## src/rtl/axis_hub_pkg.sv

```systemverilog
// Shared constants for the AXI-Stream receive hub: register offsets,
// channel stride and STATUS/CTRL bit positions.
package axis_hub_pkg;

    typedef enum logic [3:0] {
        REG_DATA   = 4'h0,
        REG_STATUS = 4'h4,
        REG_CTRL   = 4'h8
    } reg_off_e;

    localparam int unsigned CH_STRIDE = 16;
    localparam int unsigned CH_SHIFT  = 4;

    localparam int unsigned STAT_EMPTY_BIT = 0;
    localparam int unsigned STAT_FULL_BIT  = 1;
    localparam int unsigned STAT_OVF_BIT   = 2;
    localparam int unsigned STAT_LEVEL_LSB = 8;

    localparam int unsigned CTRL_RX_EN_BIT  = 0;
    localparam int unsigned CTRL_OVF_EN_BIT = 1;
    localparam int unsigned CTRL_FLUSH_BIT  = 2;

endpackage

```

## src/rtl/axis_sync_fifo.sv

```systemverilog
// Single-clock FIFO with extra-MSB pointers; flush overrides push/pop.
module axis_sync_fifo #(
    parameter int unsigned WIDTH = 8,
    parameter int unsigned DEPTH = 8
) (
    input  logic                     i_clk,
    input  logic                     i_rst_n,
    input  logic                     i_push,
    input  logic [WIDTH-1:0]         i_din,
    input  logic                     i_pop,
    input  logic                     i_flush,
    output logic [WIDTH-1:0]         o_dout,
    output logic                     o_empty,
    output logic                     o_full,
    output logic [$clog2(DEPTH):0]   o_level
);
    localparam int unsigned AW = $clog2(DEPTH);

    logic [WIDTH-1:0] r_mem [DEPTH];
    logic [AW:0]      r_wptr;
    logic [AW:0]      r_rptr;
    logic             w_do_push;
    logic             w_do_pop;

    assign o_empty   = (r_wptr == r_rptr);
    assign o_full    = (r_wptr[AW] != r_rptr[AW]) && (r_wptr[AW-1:0] == r_rptr[AW-1:0]);
    assign o_level   = r_wptr - r_rptr;
    assign o_dout    = r_mem[r_rptr[AW-1:0]];
    assign w_do_push = i_push && !o_full;
    assign w_do_pop  = i_pop && !o_empty;

    always_ff @(posedge i_clk) begin
        if (!i_rst_n || i_flush) begin
            r_wptr <= '0;
            r_rptr <= '0;
        end else begin
            if (w_do_push) r_wptr <= r_wptr + {{AW{1'b0}}, 1'b1};
            if (w_do_pop)  r_rptr <= r_rptr + {{AW{1'b0}}, 1'b1};
        end
    end

    always_ff @(posedge i_clk) begin
        if (w_do_push) r_mem[r_wptr[AW-1:0]] <= i_din;
    end

endmodule

```

## src/rtl/axis_rx_hub.sv

```systemverilog
// Memory-mapped multi-channel AXI-Stream receive hub: per-channel FIFOs,
// DATA/STATUS/CTRL registers and one combined maskable interrupt.
module axis_rx_hub
    import axis_hub_pkg::*;
#(
    parameter int unsigned CHANNELS     = 2,
    parameter int unsigned DATA_WIDTH   = 8,
    parameter int unsigned FIFO_DEPTH   = 8,
    parameter int unsigned DROP_ON_FULL = 1,
    parameter logic [31:0] BASE_ADDR    = 32'hE4000000
) (
    input  logic                           axis_aclk_i,
    input  logic                           axis_aresetn_i,
    input  logic [31:0]                    addr_i,
    input  logic [31:0]                    data_i,
    input  logic                           data_w_i,
    output logic [31:0]                    data_o,
    output logic                           data_access_o,
    output logic                           irq_o,
    input  logic [CHANNELS-1:0]            s_axis_tvalid_i,
    output logic [CHANNELS-1:0]            s_axis_tready_o,
    input  logic [CHANNELS*DATA_WIDTH-1:0] s_axis_tdata_i
);
    localparam int unsigned LW = $clog2(FIFO_DEPTH) + 1;

    logic                  w_in_window;
    logic [3:0]            w_off;
    logic [31:0]           w_rdata;
    logic [CHANNELS-1:0]   w_sel, w_data_hit, w_pop, w_push, w_flush;
    logic [CHANNELS-1:0]   w_ctrl_wr, w_ovf_clr, w_ovf_set, w_empty, w_full;
    logic [DATA_WIDTH-1:0] w_dout  [CHANNELS];
    logic [LW-1:0]         w_level [CHANNELS];
    logic [CHANNELS-1:0]   r_hit, r_ovf, r_rx_en, r_ovf_en;
    logic                  r_ready_en;
    logic                  w_unused;

    assign w_in_window   = (addr_i[31:8] == BASE_ADDR[31:8]);
    assign w_off         = addr_i[3:0];
    assign data_access_o = w_in_window;
    assign w_unused      = ^data_i[31:3];

    for (genvar c = 0; c < CHANNELS; c++) begin : g_ch
        assign w_sel[c]      = w_in_window && (addr_i[7:CH_SHIFT] == 4'(c));
        assign w_data_hit[c] = w_sel[c] && (w_off == 4'(REG_DATA));
        // r_hit tracks the address alone, so a held access pops only on its first cycle
        assign w_pop[c]      = w_data_hit[c] && !data_w_i && !r_hit[c];
        assign w_ctrl_wr[c]  = w_sel[c] && (w_off == 4'(REG_CTRL)) && data_w_i;
        assign w_flush[c]    = w_ctrl_wr[c] && data_i[CTRL_FLUSH_BIT];
        assign w_ovf_clr[c]  = w_sel[c] && (w_off == 4'(REG_STATUS)) && data_w_i
                               && data_i[STAT_OVF_BIT];
        assign w_ovf_set[c]  = (DROP_ON_FULL != 0) && r_ready_en && s_axis_tvalid_i[c] && w_full[c];
        assign w_push[c]     = s_axis_tvalid_i[c] && s_axis_tready_o[c] && !w_full[c];
        assign s_axis_tready_o[c] = r_ready_en && ((DROP_ON_FULL != 0) || !w_full[c]);

        axis_sync_fifo #(
            .WIDTH (DATA_WIDTH),
            .DEPTH (FIFO_DEPTH)
        ) u_fifo (
            .i_clk   (axis_aclk_i),
            .i_rst_n (axis_aresetn_i),
            .i_push  (w_push[c]),
            .i_din   (s_axis_tdata_i[c*DATA_WIDTH +: DATA_WIDTH]),
            .i_pop   (w_pop[c]),
            .i_flush (w_flush[c]),
            .o_dout  (w_dout[c]),
            .o_empty (w_empty[c]),
            .o_full  (w_full[c]),
            .o_level (w_level[c])
        );
    end

    always_comb begin
        w_rdata = '0;
        for (int unsigned c = 0; c < CHANNELS; c++) begin
            if (w_sel[c] && !data_w_i) begin
                case (w_off)
                    4'(REG_DATA): begin
                        if (r_hit[c])        w_rdata = data_o;
                        else if (!w_empty[c]) w_rdata = 32'(w_dout[c]);
                    end
                    4'(REG_STATUS): begin
                        w_rdata[STAT_EMPTY_BIT]       = w_empty[c];
                        w_rdata[STAT_FULL_BIT]        = w_full[c];
                        w_rdata[STAT_OVF_BIT]         = r_ovf[c];
                        w_rdata[STAT_LEVEL_LSB +: 8]  = 8'(w_level[c]);
                    end
                    4'(REG_CTRL): begin
                        w_rdata[CTRL_RX_EN_BIT]  = r_rx_en[c];
                        w_rdata[CTRL_OVF_EN_BIT] = r_ovf_en[c];
                    end
                    default: ;
                endcase
            end
        end
    end

    always_ff @(posedge axis_aclk_i) begin
        if (!axis_aresetn_i) begin
            r_hit      <= '0;
            r_ovf      <= '0;
            r_rx_en    <= '0;
            r_ovf_en   <= '0;
            r_ready_en <= 1'b0;
            data_o     <= '0;
            irq_o      <= 1'b0;
        end else begin
            r_ready_en <= 1'b1;
            r_hit      <= w_data_hit;
            data_o     <= w_rdata;
            irq_o      <= |((r_rx_en & ~w_empty) | (r_ovf_en & r_ovf));
            for (int unsigned c = 0; c < CHANNELS; c++) begin
                if (w_ctrl_wr[c]) begin
                    r_rx_en[c]  <= data_i[CTRL_RX_EN_BIT];
                    r_ovf_en[c] <= data_i[CTRL_OVF_EN_BIT];
                end
                if (w_ovf_set[c])      r_ovf[c] <= 1'b1;
                else if (w_ovf_clr[c]) r_ovf[c] <= 1'b0;
            end
        end
    end

endmodule

```

## config.mk

```make
export PLATFORM = sky130hd
export DESIGN_NAME = axis_rx_hub
export DESIGN_NICKNAME = d
export VERILOG_FILES = /design/src/rtl/axis_hub_pkg.sv /design/src/rtl/axis_sync_fifo.sv /design/src/rtl/axis_rx_hub.sv
export SDC_FILE = /design/constraint.sdc
export NUM_CORES = 1
export LEC_CHECK = 0
export ABC_AREA = 1
export BUFFER_PORTS_ARGS = -buffer_cell sky130_fd_sc_hd__buf_2
export CAP_MARGIN = 25
export CORE_AREA = 2 2 185 187
export CTS_CLUSTER_SIZE = 10
export DETAILED_ROUTE_END_ITERATION = 16
export DIE_AREA = 0 0 187 189
export HOLD_SLACK_MARGIN = 0.05
export PLACE_DENSITY = 0.51
export SYNTH_ARGS = -nofsm -noshare
export SYNTH_HDL_FRONTEND = slang
export SYNTH_SLANG_ARGS = --single-unit
```

## constraint.sdc

```tcl
create_clock -name axis_aclk_i -period 2.17 [get_ports axis_aclk_i]
set_input_delay 0.3255 -clock axis_aclk_i [delete_from_list [all_inputs] [get_ports axis_aclk_i]]
set_output_delay 0.3255 -clock axis_aclk_i [all_outputs]
set_load 0.02 [all_outputs]
```

==> results of run 1 <==
==> worst paths after layout <==
kind         depth (start not counted)                                   end  slack (ns)                             startpoint
min                                  1  g_ch[1].u_fifo.r_mem[3][6]$_DFFE_PP_        0.15                     s_axis_tdata_i[14]
max reg2reg                         10  g_ch[1].u_fifo.r_mem[6][2]$_DFFE_PP_        0.12  g_ch[1].u_fifo.r_rptr[2]$_SDFFE_PP0P_
min reg2reg                          2                data_o[7]$_SDFFE_PN0P_        0.47                 data_o[7]$_SDFFE_PN0P_
max                                 10  g_ch[1].u_fifo.r_mem[6][2]$_DFFE_PP_        0.12  g_ch[1].u_fifo.r_rptr[2]$_SDFFE_PP0P_
==> layout make-up <==
class | count | share of cell area
inverter | 73 | 0.0272
clock buffer | 17 | 0.0417
tap | 448 | 0.0549
multi-input combinational | 509 | 0.273
sequential | 192 | 0.502
timing repair buffer | 136 | 0.0785
clock inverter | 15 | 0.0223
==> metrics by stage <==
step / hold WS (ns) / instance area, um^2 / total power [uW] / worst slack [ns] / util
after global routing: 0.144 / 10200 / 7900 / -0.0540 / 0.307
after detailed placement: 0.459 / 9490 / 4280 / -0.0571 / 0.285
after CTS: 0.135 / 10100 / 7700 / 0.0229 / 0.305
final: 0.145 / 10200 / 7610 / 0.116 / 0.307
after floorplan: 0.353 / 8290 / 4130 / 0.0662 / -
after global placement: 0.452 / 9490 / 4280 / -0.00848 / 0.285
==> repair_timing <==
action,in CTS,in global routing
endpoints found under the hold margin,0,0
setup endpoints to repair,43,140
hold buffers,0,0
pin swaps,0,1
gates resized for setup,1,18
gates cloned,0,0
==> power by group through the flow <==
| stage | clock network [uW] | logic (uW) | registers (uW) |
|---|---|---|---|
| after global routing | 3670 | 302 | 3930 |
| after floorplan | 0 | 116 | 4010 |
| after detailed placement | 0 | 265 | 4010 |
| after global placement | 0 | 264 | 4010 |
| after CTS | 3500 | 266 | 3930 |
| final | 3410 | 273 | 3930 |
==> placed cells by master (no fill, tap or decap), types with 16 or more instances in the layout <==
| cell | count |
|---|---|
| a21oi_1 | 38 |
| buf_2 | 91 |
| buf_4 | 43 |
| clkbuf_16 | 17 |
| dfxtp_1 | 62 |
| edfxtp_1 | 128 |
| inv_1 | 67 |
| nand2_1 | 152 |
| nand3_1 | 26 |
| nor2_1 | 94 |
| nor2_4 | 24 |
| o21ai_0 | 50 |
| o221ai_1 | 16 |
==> critical path: stages (launching register included) <==
cell and delay, ns:
dfxtp_1 0.31, inv_1 0.07, ha_1 0.35, inv_1 0.11, nor3_2 0.05, nand2_1 0.05, inv_1 0.08, nor2_4 0.16
nand2_1 0.19, nor3_2 0.20, buf_4 0.19
==> cell families (layout without fill, tap and decap cells) <==
| kind of cell | Yosys count | after routing |
|---|---|---|
| and+or+nand+nor | 338 | 338 |
| adders and majority gates | 12 | 12 |
| DFF | 192 | 192 |
| xor gates and xnor gates | 6 | 6 |
| AOI/OAI and AO/OA | 153 | 153 |
| buffers and inverters | 100 | 241 |
==> cell usage after synthesis, drive strengths merged (5+ instances only) <==
cell type / count
nand2: 161
edfxtp: 128
nor2: 127
inv: 70
dfxtp: 64
o21ai: 63
a21oi: 40
nand3: 28
o221ai: 16
clkbuf: 15
buf: 12
nor3: 12
ha: 10
o22ai: 8
a211oi: 7
a31oi: 6
xor2: 5
==> routing by layer <==
layer | up-vias | global-route usage | part of all wire
li1 | 3007 | - | -
met5 | - | 0 | 0
met3 | 13 | 0.0256 | 0.029
met4 | 0 | 0.0305 | 0.0094
met1 | 2853 | 0.146 | 0.45
met2 | 78 | 0.213 | 0.52
==> sequential cells by signal (all words and copies together), names as in the netlist, named ones only <==
signal / flops
data_o: 32
g_ch.u_fifo.r_mem: 128
g_ch.u_fifo.r_rptr: 8
g_ch.u_fifo.r_wptr: 8
irq_o: 1
r_hit: 2
r_ovf: 2
r_ovf_en: 2
r_ready_en: 1
r_rx_en: 2
==> results.txt, run 1 <==
Outcome - finished, final reports clean
Post-synth top area cell - edfxtp_1
Critical Path Fanout Max - 5
Number of flops mapped to enable cells by yosys - 128
Ys flop type - edfxtp_1
Antenna violations before repair - 0
1st-iter DRT viols - 352
Final hold vios - 0
Fin crit share - 0.947
Drt pass-1 iters - 4
Root buffer cell - clkbuf_16
Synthesized netlist cell count - 801
Comb pwr share - 0.036
Syn_area_per_cell - 10.3 um^2
Synth area leaders - edfxtp_1 46%, dfxtp_1 15%, nand2_1 7.1%
Diodes inserted - 0
Via count - 5,951
Vias in the first global route - 5,749
Final nets - 1,026
Post-synthesis adder-cell area fraction - 0.0199
Chip width - 187 um
Fillers - 3,449
WP data arrival - 2.20 ns
TritonCTS clock tree - built
Synth-to-layout area growth - 23.2%
Largest family of logic cells by synthesized area - simple AND/OR/NAND/NOR gates
Die Area - 35,300 um^2
Placed insts - 1,358
Final ANT Viol Nets - 0
Max cap viols - 0
Pin count of the biggest net entering global routing - 24
DRT Wirelength - 20,900 um
Postcts setup bufs - 0
Kind of critical path - reg -> reg
Multi-input logic area - 2790 um^2
Total GRT Usage - 0.119
Asr flop ratio synth - 0
Drt via density - 4.28
Fin cells - 1,390
Final setup fails - 0
Pwr Density - 746 nW/um^2
Synth Net Count - 898
Switching Share - 0.245
Max clock buf depth - 2
Layout Skew - 0.0162 ns
Syn. warnings - 0
Tmin final - 2.05 ns
WP data required - 2.32 ns
RePlAce Congestion - 0.819
Synthesized area - 8280 um^2
Internal - 5750 uW
Sequential cell area fraction in the yosys report - 0.619
IO Port Bufs - 91
First-pass GRT wire length - 32,200 um
Switching power - 1860 uW
Compound-Gate Fraction of Synth Area - 0.111
Remaining DRCs - 0
Min-Delay Path Class - in -> reg
Core Rows - 67
Clock transition at path regs - 0.08 ns
Layout cell share with drive strength beyond 1 - 0.242
DR WL/cell - 15.0 um
Core ar. - 33,300 um^2
Clk sinks - 192
Simple-Gate Fraction of Synth Area - 0.192
Synth unique cells - 47
RSZ-0062 raised after global routing - yes
Clk_lat worst skew - 0.44 ns
Slew @ Worst Pin - 0.555 ns
LEAKAGE - 0.00389 uW
Mux share of post-synthesis cell area - 0
Worst vdd ir - 0.493 mV
# H-tree levels - 4
Dpl hpwl - 14,800 um
#FFs+latches synth - 192
Initial core utilization - 0.249
Max Slew Vio Count - 0
Slew headroom - 0.630
Clock power frac - 0.448
Synth Area in XOR/XNOR - 0.00635
Num ports - 121
Die height - 189 um
Sequential power share - 0.516
CTS buffer count - 17
Register area - 5130 um^2
Setup TNS - 0 ns
FMAX - 487 MHz
Worst setup EP type - register
Synth top area share - 0.464
Total gr overflow - 0
Startpoint Class - register
Power figures use the tool's default switching activity.
==> run 2: changes to the inputs <==
--- a/config.mk
+++ b/config.mk
@@ -13,7 +13,7 @@
 export DETAILED_ROUTE_END_ITERATION = 16
 export DIE_AREA = 0 0 187 189
 export HOLD_SLACK_MARGIN = 0.05
-export PLACE_DENSITY = 0.51
+export PLACE_DENSITY = 0.49
 export SYNTH_ARGS = -nofsm -noshare
 export SYNTH_HDL_FRONTEND = slang
 export SYNTH_SLANG_ARGS = --single-unit
==> constraint.sdc (replaced) <==
create_clock -name axis_aclk_i -period 2.3 [get_ports axis_aclk_i]
set_input_delay 0.345 -clock axis_aclk_i [delete_from_list [all_inputs] [get_ports axis_aclk_i]]
set_output_delay 0.345 -clock axis_aclk_i [all_outputs]
set_load 0.02 [all_outputs]
==> run 2 against run 1 <==
Power is 10% lower. Critical path depth unchanged. Largest cell class unchanged. Highest routed layer unchanged. Critical path type unchanged. Combinational power decreased by 8.1%. Design area shrank 1.9%.
==> results.txt, run 2 (same netlist as run 1, synthesis figures left out) <==
First-pass GRT wire length - 32,000 um
Most common cell after layout, fill and taps aside - nand2_1
Antenna violations before repair - 1
Worst Hold End - g_ch[0].u_fifo.r_mem[0][4]$_DFFE_PP_
Final ANT Viol Nets - 0
Met2 usage - 0.214
Min-Delay Path Class - in -> reg
Layout cell share with drive strength beyond 1 - 0.222
Comb pwr share - 0.037
Total GRT Usage - 0.119
DRT Wirelength - 21,000 um
Die height - 189 um
Final hold vios - 0
1st-iter DRT viols - 295
RSZ-0062 raised after global routing - no
Slew headroom - 0.626
GRT met1 Usage - 0.143
Die Area - 35,300 um^2
Largest register FFs - 128
Pin count of the biggest net entering global routing - 33
# H-tree levels - 4
DR WL/cell - 15.2 um
Clock power frac - 0.420
Clk sinks - 192
Internal - 5320 uW
Grt peak-use layer - met2
Startpoint Class - register
Total gr overflow - 0
Max Slew Vio Count - 0
WP data arrival - 2.26 ns
Max cap viols - 0
Worst vdd ir - 0.479 mV
Fin crit share - 0.920
Clock transition at path regs - 0.07 ns
Sequential power share - 0.543
Clk_lat worst skew - 0.43 ns
Worst reg-to-reg setup slack - 0.18 ns
Worst hold path startpoint - s_axis_tdata_i[4]
Vias in the first global route - 5,761
Hold path cells - 1
TritonCTS clock tree - built
CTS buffer count - 17
FMAX - 473 MHz
Pwr Density - 682 nW/um^2
Final nets - 1,018
R2R Path Start - g_ch[0].u_fifo.r_rptr[2]$_SDFFE_PP0P_
Switching Share - 0.220
R2r endpoint - g_ch[0].u_fifo.r_mem[5][6]$_DFFE_PP_
M3 GR Usage - 0.0243
Chip width - 187 um
Drt pass-1 iters - 4
Initial core utilization - 0.249
Remaining DRCs - 0
Worst r2r path cells - 10
Root buffer cell - clkbuf_16
Max clock buf depth - 2
RePlAce Congestion - 0.825
Diodes inserted - 0
Core ar. - 33,300 um^2
Worst setup EP type - register
Layout Skew - 0.00922 ns
Hold_buf cts - 0
Num ports - 121
LEAKAGE - 0.00380 uW
Dpl hpwl - 14,500 um
Synth-to-layout area growth - 20.9%
Drt via density - 4.29
Core Rows - 67
Tmin final - 2.12 ns
Commonest non-fill, non-tap cells in the layout - 153 x nand2_1, 128 x edfxtp_1, 99 x nor2_1
WP data required - 2.44 ns
Via count - 5,928
Switching power - 1500 uW
Setup TNS - 0 ns
Kind of critical path - reg -> reg
Final setup fails - 0
Critical Path Fanout Max - 6
Outcome - finished, final reports clean
Power, Total - 6830 uW
IO Port Bufs - 91
Slew @ Worst Pin - 0.561 ns
==> run 2: how the worst max path moves through the flow <==
stage / endpoint / slack, ns / startpoint / depth (start not counted)
finish: g_ch[0].u_fifo.r_mem[5][6]$_DFFE_PP_ / 0.18 / g_ch[0].u_fifo.r_rptr[2]$_SDFFE_PP0P_ / 10
global route: data_o[0]$_SDFFE_PN0P_ / 0.001 / g_ch[0].u_fifo.r_rptr[2]$_SDFFE_PP0P_ / 13
CTS: g_ch[0].u_fifo.r_mem[5][7]$_DFFE_PP_ / 0.03 / g_ch[0].u_fifo.r_rptr[1]$_SDFFE_PP0P_ / 10
detailed placement: g_ch[0].u_fifo.r_mem[5][1]$_DFFE_PP_ / 0.05 / g_ch[0].u_fifo.r_rptr[1]$_SDFFE_PP0P_ / 10
global placement: g_ch[1].u_fifo.r_mem[7][6]$_DFFE_PP_ / 0.08 / g_ch[1].u_fifo.r_rptr[1]$_SDFFE_PP0P_ / 10
floorplan: g_ch[1].u_fifo.r_mem[6][0]$_DFFE_PP_ / 0.10 / g_ch[1].u_fifo.r_rptr[1]$_SDFFE_PP0P_ / 9
==> run 2: per-layer routing <==
layer / part of all wire / wire length (um) / up-vias
met2: 0.51 / 10700 / 78
met5: 0 / 0 / -
met4: 0.015 / 310 / 0
li1: - / - / 2984
met3: 0.030 / 632 / 21
met1: 0.45 / 9360 / 2845
==> run 2: what timing repair did <==
item / in CTS / in global routing
setup buffers: 0 / 0
setup endpoints to repair: 0 / 86
gates resized for setup: 0 / 8
==> run 2: critical path: stages (launching register included) <==
cell and delay (ns):
dfxtp_1 0.36, inv_1 0.08, ha_1 0.34, nand2_1 0.09, nor2_1 0.09, nand2_1 0.10, inv_1 0.06, nor2_2 0.21
nand2_2 0.13, nor2_1 0.16, buf_4 0.20
==> run 2: layout make-up <==
class                      instances  area, um^2
fill                            3512       23300
sequential                       192        5130
multi-input combinational        509        2760
timing repair buffer             128         733
tap                              448         561
clock buffer                      21         450
inverter                          73         278
clock inverter                    11         106
==> run 2: through the flow <==
stage	cells	util	worst slack (ns)	area, um^2	hold WS [ns]
4_1_cts	1382	0.300	0.0268	9980	0.161
3_3_place_gp	1350	0.283	0.0801	9420	0.451
6_report	1382	0.301	0.184	10000	0.184
3_5_place_dp	1350	0.283	0.0508	9420	0.452
2_1_floorplan	801	-	0.105	8280	0.373
5_1_grt	1382	0.301	0.00138	10000	0.170
==> run 2: power by group through the flow <==
| stage | clock [uW] | sequential [uW] | combinational [uW] |
|---|---|---|---|
| after detailed placement | 0 | 3790 | 249 |
| after global placement | 0 | 3780 | 246 |
| after global routing | 3110 | 3710 | 278 |
| final | 2870 | 3710 | 251 |
| after CTS | 2960 | 3710 | 250 |
| after floorplan | 0 | 3790 | 109 |
